### config.mk
export PLATFORM = sky130hd
export DESIGN_NAME = servo_pwm_decoder
export DESIGN_NICKNAME = d
export VERILOG_FILES = /design/src/rtl/servo_pwm_decoder.sv
export SDC_FILE = /design/constraint.sdc
export NUM_CORES = 1
export LEC_CHECK = 0
export ABC_AREA = 1
export BUFFER_PORTS_ARGS = -buffer_cell sky130_fd_sc_hd__buf_2
export CAP_MARGIN = 20
export CORE_MARGIN = 2
export CORE_UTILIZATION = 64
export DETAILED_ROUTE_END_ITERATION = 8
export HOLD_SLACK_MARGIN = 0.02
export PLACE_DENSITY_LB_ADDON = 0.15
export RECOVER_POWER = 100
export SETUP_SLACK_MARGIN = 0.05
export SLEW_MARGIN = 5
export SYNTH_ARGS = -nofsm -noshare
export SYNTH_HDL_FRONTEND = slang
export SYNTH_SLANG_ARGS = --single-unit
### constraint.sdc
create_clock -name clk -period 4.8 [get_ports clk]
set_input_delay 0.48 -clock clk [delete_from_list [all_inputs] [get_ports clk]]
set_output_delay 0.48 -clock clk [all_outputs]
set_load 0.01 [all_outputs]
### src/rtl/servo_pwm_decoder.sv
// Servo PWM receiver: measures high time and frame period of an incoming servo
// stream, classifies the pulse into a position code and flags bad frames / loss of signal.
module servo_pwm_decoder #(
    parameter int unsigned CLOCK_FREQ = 100_000_000,
    parameter int unsigned PULSE_MIN  = 100_000,
    parameter int unsigned PULSE_MAX  = 200_000,
    parameter int unsigned PULSE_TOL  = 10_000,
    parameter int unsigned PERIOD_MIN = 1_500_000,
    parameter int unsigned PERIOD_MAX = 2_500_000,
    parameter int unsigned TIMEOUT    = 3_000_000
) (
    input  logic        clk,
    input  logic        reset,
    input  logic        pwm_in,
    output logic [31:0] pulse_width,
    output logic [31:0] period,
    output logic [1:0]  position,
    output logic        sample_valid,
    output logic        range_error,
    output logic        signal_lost
);

    localparam logic [1:0] WAIT_RISE = 2'd0;
    localparam logic [1:0] HIGH      = 2'd1;
    localparam logic [1:0] LOW       = 2'd2;

    if (CLOCK_FREQ == 0 || PULSE_MAX <= PULSE_MIN || PERIOD_MAX < PERIOD_MIN) begin : g_bad_params
        $error("servo_pwm_decoder: inconsistent parameters");
    end

    logic        sync_meta;
    logic        sync;
    logic        prev;
    logic        rise;
    logic        fall;
    logic [1:0]  settle;
    logic        armed;
    logic [1:0]  state;
    logic [31:0] cnt;
    logic [31:0] cnt_inc;
    logic [31:0] hi_len;
    logic        period_ok;
    logic        width_ok;
    logic        frame_ok;
    logic        timed_out;
    logic [1:0]  position_next;
    logic [32:0] hi_wide;

    // Bounds are evaluated in 33 bits so that MIN-TOL / MAX+TOL can never wrap.
    always_comb begin
        cnt_inc       = (cnt == 32'hFFFF_FFFF) ? cnt : cnt + 32'd1;
        timed_out     = (cnt >= 32'(TIMEOUT));
        hi_wide       = {1'b0, hi_len};
        period_ok     = (cnt >= 32'(PERIOD_MIN)) && (cnt <= 32'(PERIOD_MAX));
        width_ok      = ((hi_wide + 33'(PULSE_TOL)) >= 33'(PULSE_MIN)) &&
                        (hi_wide <= (33'(PULSE_MAX) + 33'(PULSE_TOL)));
        frame_ok      = period_ok && width_ok;
        position_next = 2'd1;
        if (hi_wide <= (33'(PULSE_MIN) + 33'(PULSE_TOL))) begin
            position_next = 2'd0;
        end else if ((hi_wide + 33'(PULSE_TOL)) >= 33'(PULSE_MAX)) begin
            position_next = 2'd2;
        end
    end

    // Edges are registered; 'armed' only comes up once the synchroniser has
    // settled and seen a low level, so a pulse already in progress out of reset is skipped.
    always_ff @(posedge clk) begin
        if (reset) begin
            sync_meta    <= 1'b0;
            sync         <= 1'b0;
            prev         <= 1'b0;
            rise         <= 1'b0;
            fall         <= 1'b0;
            settle       <= 2'd0;
            armed        <= 1'b0;
            state        <= WAIT_RISE;
            cnt          <= 32'd0;
            hi_len       <= 32'd0;
            pulse_width  <= 32'd0;
            period       <= 32'd0;
            position     <= 2'd0;
            sample_valid <= 1'b0;
            range_error  <= 1'b0;
            signal_lost  <= 1'b0;
        end else begin
            sync_meta    <= pwm_in;
            sync         <= sync_meta;
            prev         <= sync;
            rise         <= sync & ~prev;
            fall         <= ~sync & prev;
            sample_valid <= 1'b0;
            range_error  <= 1'b0;
            if (settle != 2'd2) begin
                settle <= settle + 2'd1;
            end
            if (settle == 2'd2 && !sync) begin
                armed <= 1'b1;
            end

            case (state)
                WAIT_RISE: begin
                    cnt <= 32'd0;
                    if (rise && armed) begin
                        cnt   <= 32'd1;
                        state <= HIGH;
                    end
                end
                HIGH: begin
                    if (fall) begin
                        hi_len <= cnt;
                        cnt    <= cnt_inc;
                        state  <= LOW;
                    end else if (timed_out) begin
                        cnt         <= 32'd0;
                        state       <= WAIT_RISE;
                        signal_lost <= 1'b1;
                    end else begin
                        cnt <= cnt_inc;
                    end
                end
                LOW: begin
                    if (rise) begin
                        cnt   <= 32'd1;
                        state <= HIGH;
                        if (frame_ok) begin
                            pulse_width  <= hi_len;
                            period       <= cnt;
                            position     <= position_next;
                            sample_valid <= 1'b1;
                            signal_lost  <= 1'b0;
                        end else begin
                            range_error <= 1'b1;
                        end
                    end else if (timed_out) begin
                        cnt         <= 32'd0;
                        state       <= WAIT_RISE;
                        signal_lost <= 1'b1;
                    end else begin
                        cnt <= cnt_inc;
                    end
                end
                default: begin
                    cnt   <= 32'd0;
                    state <= WAIT_RISE;
                end
            endcase
        end
    end

endmodule

==> results of run 1 <==
[per-layer routing]
layer | vias to the layer above | GRT usage | routed length (um) | share of wire
li1 | 3465 | - | - | -
met1 | 3114 | 0.4069 | 7695 | 0.41
met2 | 357 | 0.5080 | 8619 | 0.46
met3 | 71 | 0.07412 | 1531 | 0.082
met4 | 0 | 0.1694 | 823 | 0.044
met5 | - | 0 | 0 | 0
[kinds of logic (layout without fill, tap and decap cells)]
group           Yosys count  in the layout  synth area share
fa+ha+maj                 7              7           0.01242
compound gates          125            125           0.09367
xor+xnor                 31             31           0.03850
flops                   143            143            0.4059
simple gates            588            588            0.3543
buf+inv                 165            229           0.09526
[synthesized netlist by cell type, types with 7 or more instances]
library cell  count
a21oi_1          66
buf_2            12
clkbuf_1         21
dfxtp_1         143
ha_1              7
inv_1           117
inv_2             7
nand2_1         308
nand2_2           7
nand3_1          59
nand4_1          21
nor2_1          135
nor3_1           26
nor4_1           13
o21ai_0          45
xor2_1           28
[worst register-to-register path: stages, from the launching register on]
cell and delay (ps):
dfxtp_1 450, ha_1 270, nand3_1 160, nand2_1 120, nand2_1 80, nand2_1 240, nand3_2 100, xor2_1 170
nor2_1 100, nand2_1 70, nor2_2 210, nand2_1 120, nand3_1 100, nand2_1 530, inv_4 620, nand2_1 120
nand2_1 90
[cell type report]
| class | count | share of cell area |
|---|---|---|
| inverters | 126 | 0.06016 |
| repair buffers | 73 | 0.03784 |
| well taps | 140 | 0.02217 |
| multi-input cells | 751 | 0.4433 |
| flip-flops and latches | 143 | 0.3623 |
| clock buffers | 18 | 0.05415 |
| clock inverters | 12 | 0.02011 |
[power breakdown]
| part | leakage, nW | total, mW | internal [mW] | switching [mW] |
|---|---|---|---|---|
| Combinational | 1.68 | 0.0530 | 0.0158 | 0.0372 |
| Sequential | 1.15 | 1.20 | 1.20 | 0.00494 |
| Clock | 0.284 | 1.31 | 0.804 | 0.511 |
| Total | 3.11 | 2.57 | 2.02 | 0.553 |
[state kept, by name, indices dropped and copies added, names as in the netlist]
register      cells
range_error       1
signal_lost       1
prev              1
position          2
sync              1
settle            2
rise              1
pulse_width      32
sync_meta         1
state             2
sample_valid      1
cnt              32
fall              1
hi_len           32
armed             1
period           32
[path summary, 6_finish.rpt]
check / startpoint / end / depth (start not counted)
worst max-delay path: hi_len[4]$_SDFFE_PP0P_ / period[17]$_SDFFE_PP0P_ / 16
worst min-delay path: pwm_in / sync_meta$_SDFF_PP0_ / 3
worst max register to register: hi_len[4]$_SDFFE_PP0P_ / period[17]$_SDFFE_PP0P_ / 16
worst min register to register: sync_meta$_SDFF_PP0_ / sync$_SDFF_PP0_ / 2
[cells in the final DEF (no fill, tap or decap), types with 26 or more instances in the layout]
cell type,synthesis,final
a21oi_1,66,66
clkbuf_1,21,71
dfxtp_1,143,143
inv_1,117,118
nand2_1,308,310
nand3_1,59,60
nor2_1,135,135
nor3_1,26,26
o21ai_0,45,45
xor2_1,28,28
==> flow_summary_export.csv, run 1 <==
group,metric,value,unit
status,status,"finished with violations",
status,violations,"capacitance limit, slew limit",
critical_path,critPathMaxStageDelay,610,ps
min_path,min_path_type,"primary input to flip-flop",
critical_path,cp_top_family,"simple AND/OR/NAND/NOR gates",
final_layout,finish.utilization,0.7322,
timing,setup_viol,0,
die,dieArea,11880,um^2
clock_tree,clk_path_buf_depth,2,
clock_tree,numCtsBuffers,17,
timing,fin_ws,1185,ps
synth,async_flop_share,0,
critical_path,critical_path_class,"flip-flop to flip-flop",
timing,fmax,276.6,MHz
clock_tree,post_cts_buffers,0,
power_and_ir_drop,peakVddDrop,336.9,uV
final_layout,antenna_cells,0,
clock_tree,cts_tree,"built",
routing,routedWlPerCell,14.78,um
synth,ys_ff_latch,143,
routing,vias_per_cell,5.548,
clock_tree,htreeDepth,4,
die,coreArea,10790,um^2
critical_path,cp-end-kind,"flip-flop",
synth,synthDistinctLibCells,41,
synth,synth_top_area_frac,0.4059,
timing,final.setup.tns,0,ps
timing,finClkSkew,6.386,ps
die,die_w,109.0,um
critical_path,rrSetupSlack,1190,ps
power_and_ir_drop,power.total,2.570,mW
timing,fin_crit,3615,ps
critical_path,path_max_fanout,41,
clock_tree,ctsHoldBuffers,0,
routing,drt_iter0_drc,619,
timing,finalHoldViolations,0,
synth,synth.area.top_cells,"dfxtp_1 (41%), nand2_1 (16%), nor2_1 (7.2%)",
clock_tree,clk_pin_slew_worst_paths,60,ps
place,dp.cells,1232,
timing,post-route-period-util,0.7531,
die,num_rows,38,
timing,worstMarginPinSlew,2230,ps
synth,synthesis.area,7053,um^2
global_routing,grt_max_degree,64,
critical_path,path_cells,"ha_1, nand3_1, nand2_1, nand2_1, nand2_1, nand3_2, xor2_1, nor2_1, nand2_1, nor2_2, nand2_1, nand3_1, nand2_1, inv_4, nand2_1, nand2_1",
critical_path,crit_slowest_cell,"inv_4",
final_layout,fin_cells,1263,
routing,dr.pass1.iters,6,
final_layout,regArea,2863,um^2
power_and_ir_drop,p_leak,3.112,nW
final_layout,fillers,966,
synth,ys.flop_type,"dfxtp_1",
timing,holdWs,145.9,ps
final_layout,areaGrowthSynthToFinish,12.05,%
critical_path,critPathArrivalTime,4100,ps
synth,synth_nets,1069,
synth,yosysWarnings,0,
place,gp_congestion,0.9767,
critical_path,cp_data_required_time,5280,ps
final_layout,multi_input_area,3503,um^2
routing,final_antenna_net_count,0,
job,drv_cap,1,
critical_path,critPathLaunchType,"flip-flop",
place,place_hpwl,13140,um
critical_path,cpMostUsedCell,"nand2_1",
die,ios,72,
routing,num_vias,7007,
clock_tree,cts_sinks,143,
global_routing,grt_overflow_total,0,
clock_tree,cts_root_buffer,"clkbuf_8",
final_layout,stdcell_area,7903,um^2
clock_tree,clock_latency,540,ps
synth,synth_edf_count,0,
place,post-place-ws,1830,ps
timing,rsz0062_at_grt,"no",
critical_path,path_buf_inv,1,
power_and_ir_drop,p_per_area,325.2,nW/um^2
synth,yosysSeqAreaShare,0.4059,
clock_tree,cts-resized-gates,0,
synth,avgSynthCellArea,6.660,um^2
global_routing,grt_pass1_vias,6166,
synth,syn_inst,1059,
final_layout,finalNetCount,1122,
routing,drc,0,
die,initial_utilization,0.6535,
timing,slew-limit-headroom,-0.4867,
synth,synth_top_area_cell,"dfxtp_1",
global_routing,grt_util_all_layers,0.3211,
routing,wl,18670,um
final_layout,layout-drive-gt1-share,0.05343,
place,dpl_cell_area,7395,um^2
die,fp.dieH,109.0,um
timing,slew_violations,64,
global_routing,antenna_found_initial,0,
global_routing,grt_pass1_wl,29470,um
place,io_buffers,71,
Power figures use the tool's default switching activity.
==> inputs of run 2 (changes only) <==
- CORE_UTILIZATION: 64 -> 53
- clock period: 4.8 -> 3.2 ns (I/O delays scaled with it)
==> run 2 against run 1 <==
The flow now finishes without violations. Die area up 20%. Combinational power up 47%. Final area up 1.2%. Cell count up 3.6%. Critical path depth unchanged. Hold slack worse by 56 ps. Fmax up 24%. Via count down 3.1%. Critical path type unchanged.
==> flow_summary_export.csv, run 2 (synthesized netlist as in run 1, its figures left out) <==
group,metric,value,unit
clock_tree,numCtsBuffers,17,
clock_tree,cts_sinks,143,
timing,post-route-period-util,0.9134,
final_layout,final_cell_mix,"nand2_1 (308), dfxtp_1 (143), nor2_1 (136)",
timing,worstMarginPinSlew,1032,ps
routing,wl_met3,1084,um
power_and_ir_drop,p_leak,3.138,nW
critical_path,path_cells,"ha_1, nand3_1, nand2_1, nand2_1, nand2_2, nand3_2, xor2_1, nor2_1, nand2_1, nor2_2, nand2_1, nand3_1, nand2_4, inv_8, nand2_1, nand2_1",
clock_tree,clock_latency,430,ps
routing,final_antenna_net_count,0,
routing,drt_iter0_drc,494,
routing,met1_length,8678,um
global_routing,grt_pass1_wl,31810,um
routing,routed.top_layer,"met4",
final_layout,mostFrequentLayoutCell,"nand2_1",
timing,fmax,342.1,MHz
global_routing,grt_overflow_total,0,
critical_path,crit_slowest_cell,"dfxtp_1",
critical_path,cp-end-kind,"flip-flop",
global_routing,grt_pass1_vias,6381,
final_layout,antenna_cells,0,
power_and_ir_drop,power.total,3.840,mW
clock_tree,htreeDepth,4,
routing,routed-wl-met2,8540,um
routing,num_vias,6793,
critical_path,cp_data_required_time,3570,ps
final_layout,layout-drive-gt1-share,0.06272,
die,fp.dieH,119.4,um
critical_path,path_max_fanout,41,
die,initial_utilization,0.5369,
clock_tree,clk_path_buf_depth,2,
power_and_ir_drop,power_frac_clock,0.510,
min_path,min_path_type,"primary input to flip-flop",
die,num_rows,42,
timing,final.setup.tns,0,ps
timing,finalHoldViolations,0,
place,io_buffers,71,
final_layout,finish.utilization,0.6086,
final_layout,multi_input_area,3511,um^2
critical_path,critPathLaunchType,"flip-flop",
clock_tree,cts_tree,"built",
power_and_ir_drop,netSwitchingFraction,0.2350,
final_layout,regArea,2863,um^2
timing,finClkSkew,12.66,ps
power_and_ir_drop,p_comb_frac,0.020,
power_and_ir_drop,p_sw,902.5,uW
status,status,"finished clean",
die,ios,72,
critical_path,r2r_cells,16,
routing,dr.pass1.iters,6,
timing,rsz0062_at_grt,"no",
timing,fin_crit,2923,ps
power_and_ir_drop,peakVddDrop,330.4,uV
min_path,whs_path_depth,3,
routing,routedWlPerCell,14.53,um
routing,vias_per_cell,5.193,
place,place_hpwl,14250,um
die,die_w,119.4,um
place,dp.cells,1276,
routing,drc,0,
timing,setup_viol,0,
power_and_ir_drop,p_int,2.937,mW
global_routing,grt_util_all_layers,0.2795,
final_layout,fillers,1378,
final_layout,areaGrowthSynthToFinish,13.36,%
global_routing,grt_max_degree,64,
die,dieArea,14250,um^2
power_and_ir_drop,p_seq_frac,0.469,
job,drv_cap,0,
critical_path,cpMostUsedCell,"nand2_1",
clock_tree,clk_pin_slew_worst_paths,60,ps
routing,wl,19010,um
critical_path,critical_path_class,"flip-flop to flip-flop",
critical_path,critPathMaxStageDelay,440,ps
die,coreArea,13140,um^2
timing,slew-limit-headroom,0.3122,
timing,holdWs,89.70,ps
power_and_ir_drop,p_per_area,480.3,nW/um^2
final_layout,finalNetCount,1129,
clock_tree,ctsHoldBuffers,0,
global_routing,antenna_found_initial,0,
timing,slew_violations,0,
clock_tree,cts_root_buffer,"clkbuf_16",
place,gp_congestion,1.109,
final_layout,fin_cells,1308,
critical_path,critPathArrivalTime,3290,ps
-- run 2: changes by cell type in the layout (fill, tap and decap cells not counted), moves of 2 or more --
cell and change:
inv_6 +5, clkinv_4 -2, inv_8 +3, buf_4 +5, bufinv_16 -2, nand2_1 -2, clkbuf_2 +2
-- run 2: metrics by stage --
| stage | setup slack, ps | instance area, um^2 |
|---|---|---|
| 3_5_place_dp | 250.9 | 7512 |
| 6_report | 277.1 | 7995 |
| 3_3_place_gp | 281.3 | 7512 |
| 5_1_grt | 44.56 | 7995 |
| 2_1_floorplan | 1021 | 7053 |
| 4_1_cts | 193.6 | 8094 |
-- run 2: cell type report --
class                           instances  share of cell area
Inverter                              126             0.06009
Timing Repair Buffer                   80             0.04241
Clock buffer                           18             0.05493
Clock inverter                         14             0.01784
Multi-Input combinational cell        751              0.4391
Sequential cell                       143              0.3581
Tap cell                              176             0.02754
-- run 2: layer usage --
| metal | vias to the layer above | GRT usage |
|---|---|---|
| met1 | 3020 | 0.3697 |
| met3 | 46 | 0.05412 |
| met5 | - | 0 |
| li1 | 3491 | - |
| met4 | 0 | 0.1316 |
| met2 | 236 | 0.4404 |
-- run 2: power by group through the flow --
stage / combinational (mW) / clock [mW] / sequential (mW)
2_1_floorplan: 0.0677 / 0 / 1.84
3_3_place_gp: 0.0757 / 0 / 1.84
3_5_place_dp: 0.0786 / 0 / 1.84
4_1_cts: 0.0791 / 1.98 / 1.80
5_1_grt: 0.0892 / 2.05 / 1.80
6_report: 0.0781 / 1.96 / 1.80
-- run 2: worst max-delay path: cells and delay by family, from the launching register on --
family / cells / cell delay, ps
xor+xnor: 1 / 170
simple gates: 13 / 1710
fa+ha+maj: 1 / 260
buf+inv: 1 / 270
flops: 1 / 440
-- run 2: repair_timing --
action,4_1_cts,5_1_grt
gates resized for setup,0,2
setup buffers,0,0
endpoints found under the setup margin,0,41
endpoints found under the hold margin,0,0
-- run 2: path summary, 6_finish.rpt --
check        slack (ps)              startpoint                       to
max                 280  hi_len[5]$_SDFFE_PP0P_  period[15]$_SDFFE_PP0P_
min                  90                  pwm_in     sync_meta$_SDFF_PP0_
max reg2reg         280  hi_len[5]$_SDFFE_PP0P_  period[15]$_SDFFE_PP0P_
min reg2reg         400    sync_meta$_SDFF_PP0_          sync$_SDFF_PP0_
==> inputs of run 3 (changes only) <==
- CORE_UTILIZATION: 53 -> 59
- clock period: 3.2 -> 2.73 ns (I/O delays scaled with it)
==> run 3 against run 2 <==
Cell count shrank 0.38%. Wire length rose by 6.3%. Worst setup slack got worse by 110 ps. Power is 21% higher. Final area rose by 3.3%. Combinational power grew 32%. Critical path depth fell by 10. Clock power is 24% higher. Utilization rose by 11 points. Critical endpoint is now hi_len[21]$_SDFFE_PP0P_.
==> flow_summary_export.csv, run 3 (synthesized netlist as in run 1, its figures left out) <==
group,metric,value,unit
status,status,"finished clean",
job,drv_cap,0,
global_routing,grt_util_all_layers,0.3180,
clock_tree,cts_root_buffer,"clkbuf_16",
die,dieArea,12840,um^2
final_layout,final_cell_mix,"nand2_1 (307), dfxtp_1 (139), nor2_1 (136)",
timing,fin_crit,2566,ps
timing,finalHoldViolations,0,
die,ios,72,
routing,final_antenna_net_count,0,
global_routing,antenna_found_initial,0,
clock_tree,cts_sinks,143,
place,io_buffers,71,
routing,drc,0,
clock_tree,cts_tree,"built",
critical_path,critical_path_class,"flip-flop to flip-flop",
global_routing,grt_pass1_vias,6542,
timing,worstMarginPinSlew,1003,ps
die,fp.dieH,113.3,um
power_and_ir_drop,peakVddDrop,563.6,uV
final_layout,finalNetCount,1157,
power_and_ir_drop,p_per_area,562.6,nW/um^2
critical_path,path_max_fanout,54,
die,coreArea,11560,um^2
final_layout,mostFrequentLayoutCell,"nand2_1",
routing,routedWlPerCell,15.51,um
final_layout,areaGrowthSynthToFinish,17.15,%
global_routing,grt_overflow_total,0,
power_and_ir_drop,power.total,4.649,mW
final_layout,antenna_cells,0,
clock_tree,clock_latency,430,ps
critical_path,cp-end-kind,"flip-flop",
routing,dr.pass1.iters,7,
die,num_rows,39,
timing,finClkSkew,9.812,ps
place,gp_congestion,1.012,
timing,final.setup.tns,0,ps
die,die_w,113.3,um
timing,slew_violations,0,
timing,slew-limit-headroom,0.3314,
min_path,min_path_type,"primary input to flip-flop",
clock_tree,clk_pin_slew_worst_paths,60,ps
timing,holdWs,44.56,ps
critical_path,critPathArrivalTime,2840,ps
timing,post-route-period-util,0.9400,
final_layout,fin_cells,1303,
critical_path,cp_data_required_time,3000,ps
die,initial_utilization,0.6099,
place,place_hpwl,14450,um
global_routing,grt_max_degree,55,
global_routing,grt_pass1_wl,32210,um
routing,num_vias,7101,
clock_tree,numCtsBuffers,17,
routing,wl,20210,um
power_and_ir_drop,p_leak,3.297,nW
critical_path,critPathLaunchType,"flip-flop",
routing,drt_iter0_drc,625,
final_layout,layout-drive-gt1-share,0.09310,
timing,fmax,389.7,MHz
clock_tree,htreeDepth,4,
timing,setup_viol,0,
timing,rsz0062_at_grt,"no",
clock_tree,clk_path_buf_depth,2,
routing,vias_per_cell,5.450,
place,dp.cells,1270,
-- run 3: cell count changes in the layout (fill, tap and decap cells not counted), moves of 3 or more --
cell       delta
dfxtp_1       -4
dfxtp_2       +4
buf_4        +29
bufinv_16     +3
inv_8         -3
-- run 3: path summary, 6_finish.rpt --
kind                                             from                       to  slack [ps]  cells after the start
worst min register to register   sync_meta$_SDFF_PP0_          sync$_SDFF_PP0_         410                      2
worst max-delay path            state[0]$_SDFFE_PP0P_  hi_len[21]$_SDFFE_PP0P_         160                      6
worst min-delay path                           pwm_in     sync_meta$_SDFF_PP0_          40                      3
worst max register to register  state[0]$_SDFFE_PP0P_  hi_len[21]$_SDFFE_PP0P_         160                      6
-- run 3: stage by stage --
step | setup WS (ps) | cell area [um^2] | util
2_1_floorplan | 551.2 | 7053 | -
3_3_place_gp | 119.8 | 7686 | 0.6646
3_5_place_dp | -17.03 | 7686 | 0.6646
4_1_cts | 88.03 | 8305 | 0.7182
5_1_grt | 25.85 | 8263 | 0.7145
6_report | 163.8 | 8263 | 0.7145
-- run 3: what timing repair did --
action                                  4_1_cts  5_1_grt
pin swaps                                     0        0
hold buffers                                  0        0
endpoints found under the setup margin       41       67
setup buffers                                 0        1
gates resized for setup                       1       18
-- run 3: layout make-up --
cell class,count,area (um^2)
repair buffers,108,543.0
inverters,126,511.7
multi-input cells,751,3545
flip-flops and latches,143,2868
well taps,143,178.9
clock inverters,13,173.9
clock buffers,19,442.9
fillers,1043,3302
-- run 3: per-layer routing --
metal	vias to the layer above	wire length [um]	GRT usage	part of all wire
met5	-	0	0	0
met4	0	532	0.1163	0.026
met3	47	1566	0.06642	0.078
met2	324	9599	0.5321	0.48
met1	3189	8507	0.4064	0.42
li1	3541	-	-	-
-- run 3: worst max-delay path, cell delays in order (launching register included) --
cell and delay [ps]:
dfxtp_1 350, inv_1 50, nor2_1 340, nand2_1 330, clkbuf_2 660, o21ai_0 600, a21oi_1 70
-- run 3: report_power, final --
part / internal (mW) / total [mW] / switching, mW
combinational: 0.0304 / 0.103 / 0.0727
sequential: 2.10 / 2.11 / 0.00900
clock: 1.48 / 2.43 / 0.951
total: 3.62 / 4.65 / 1.03
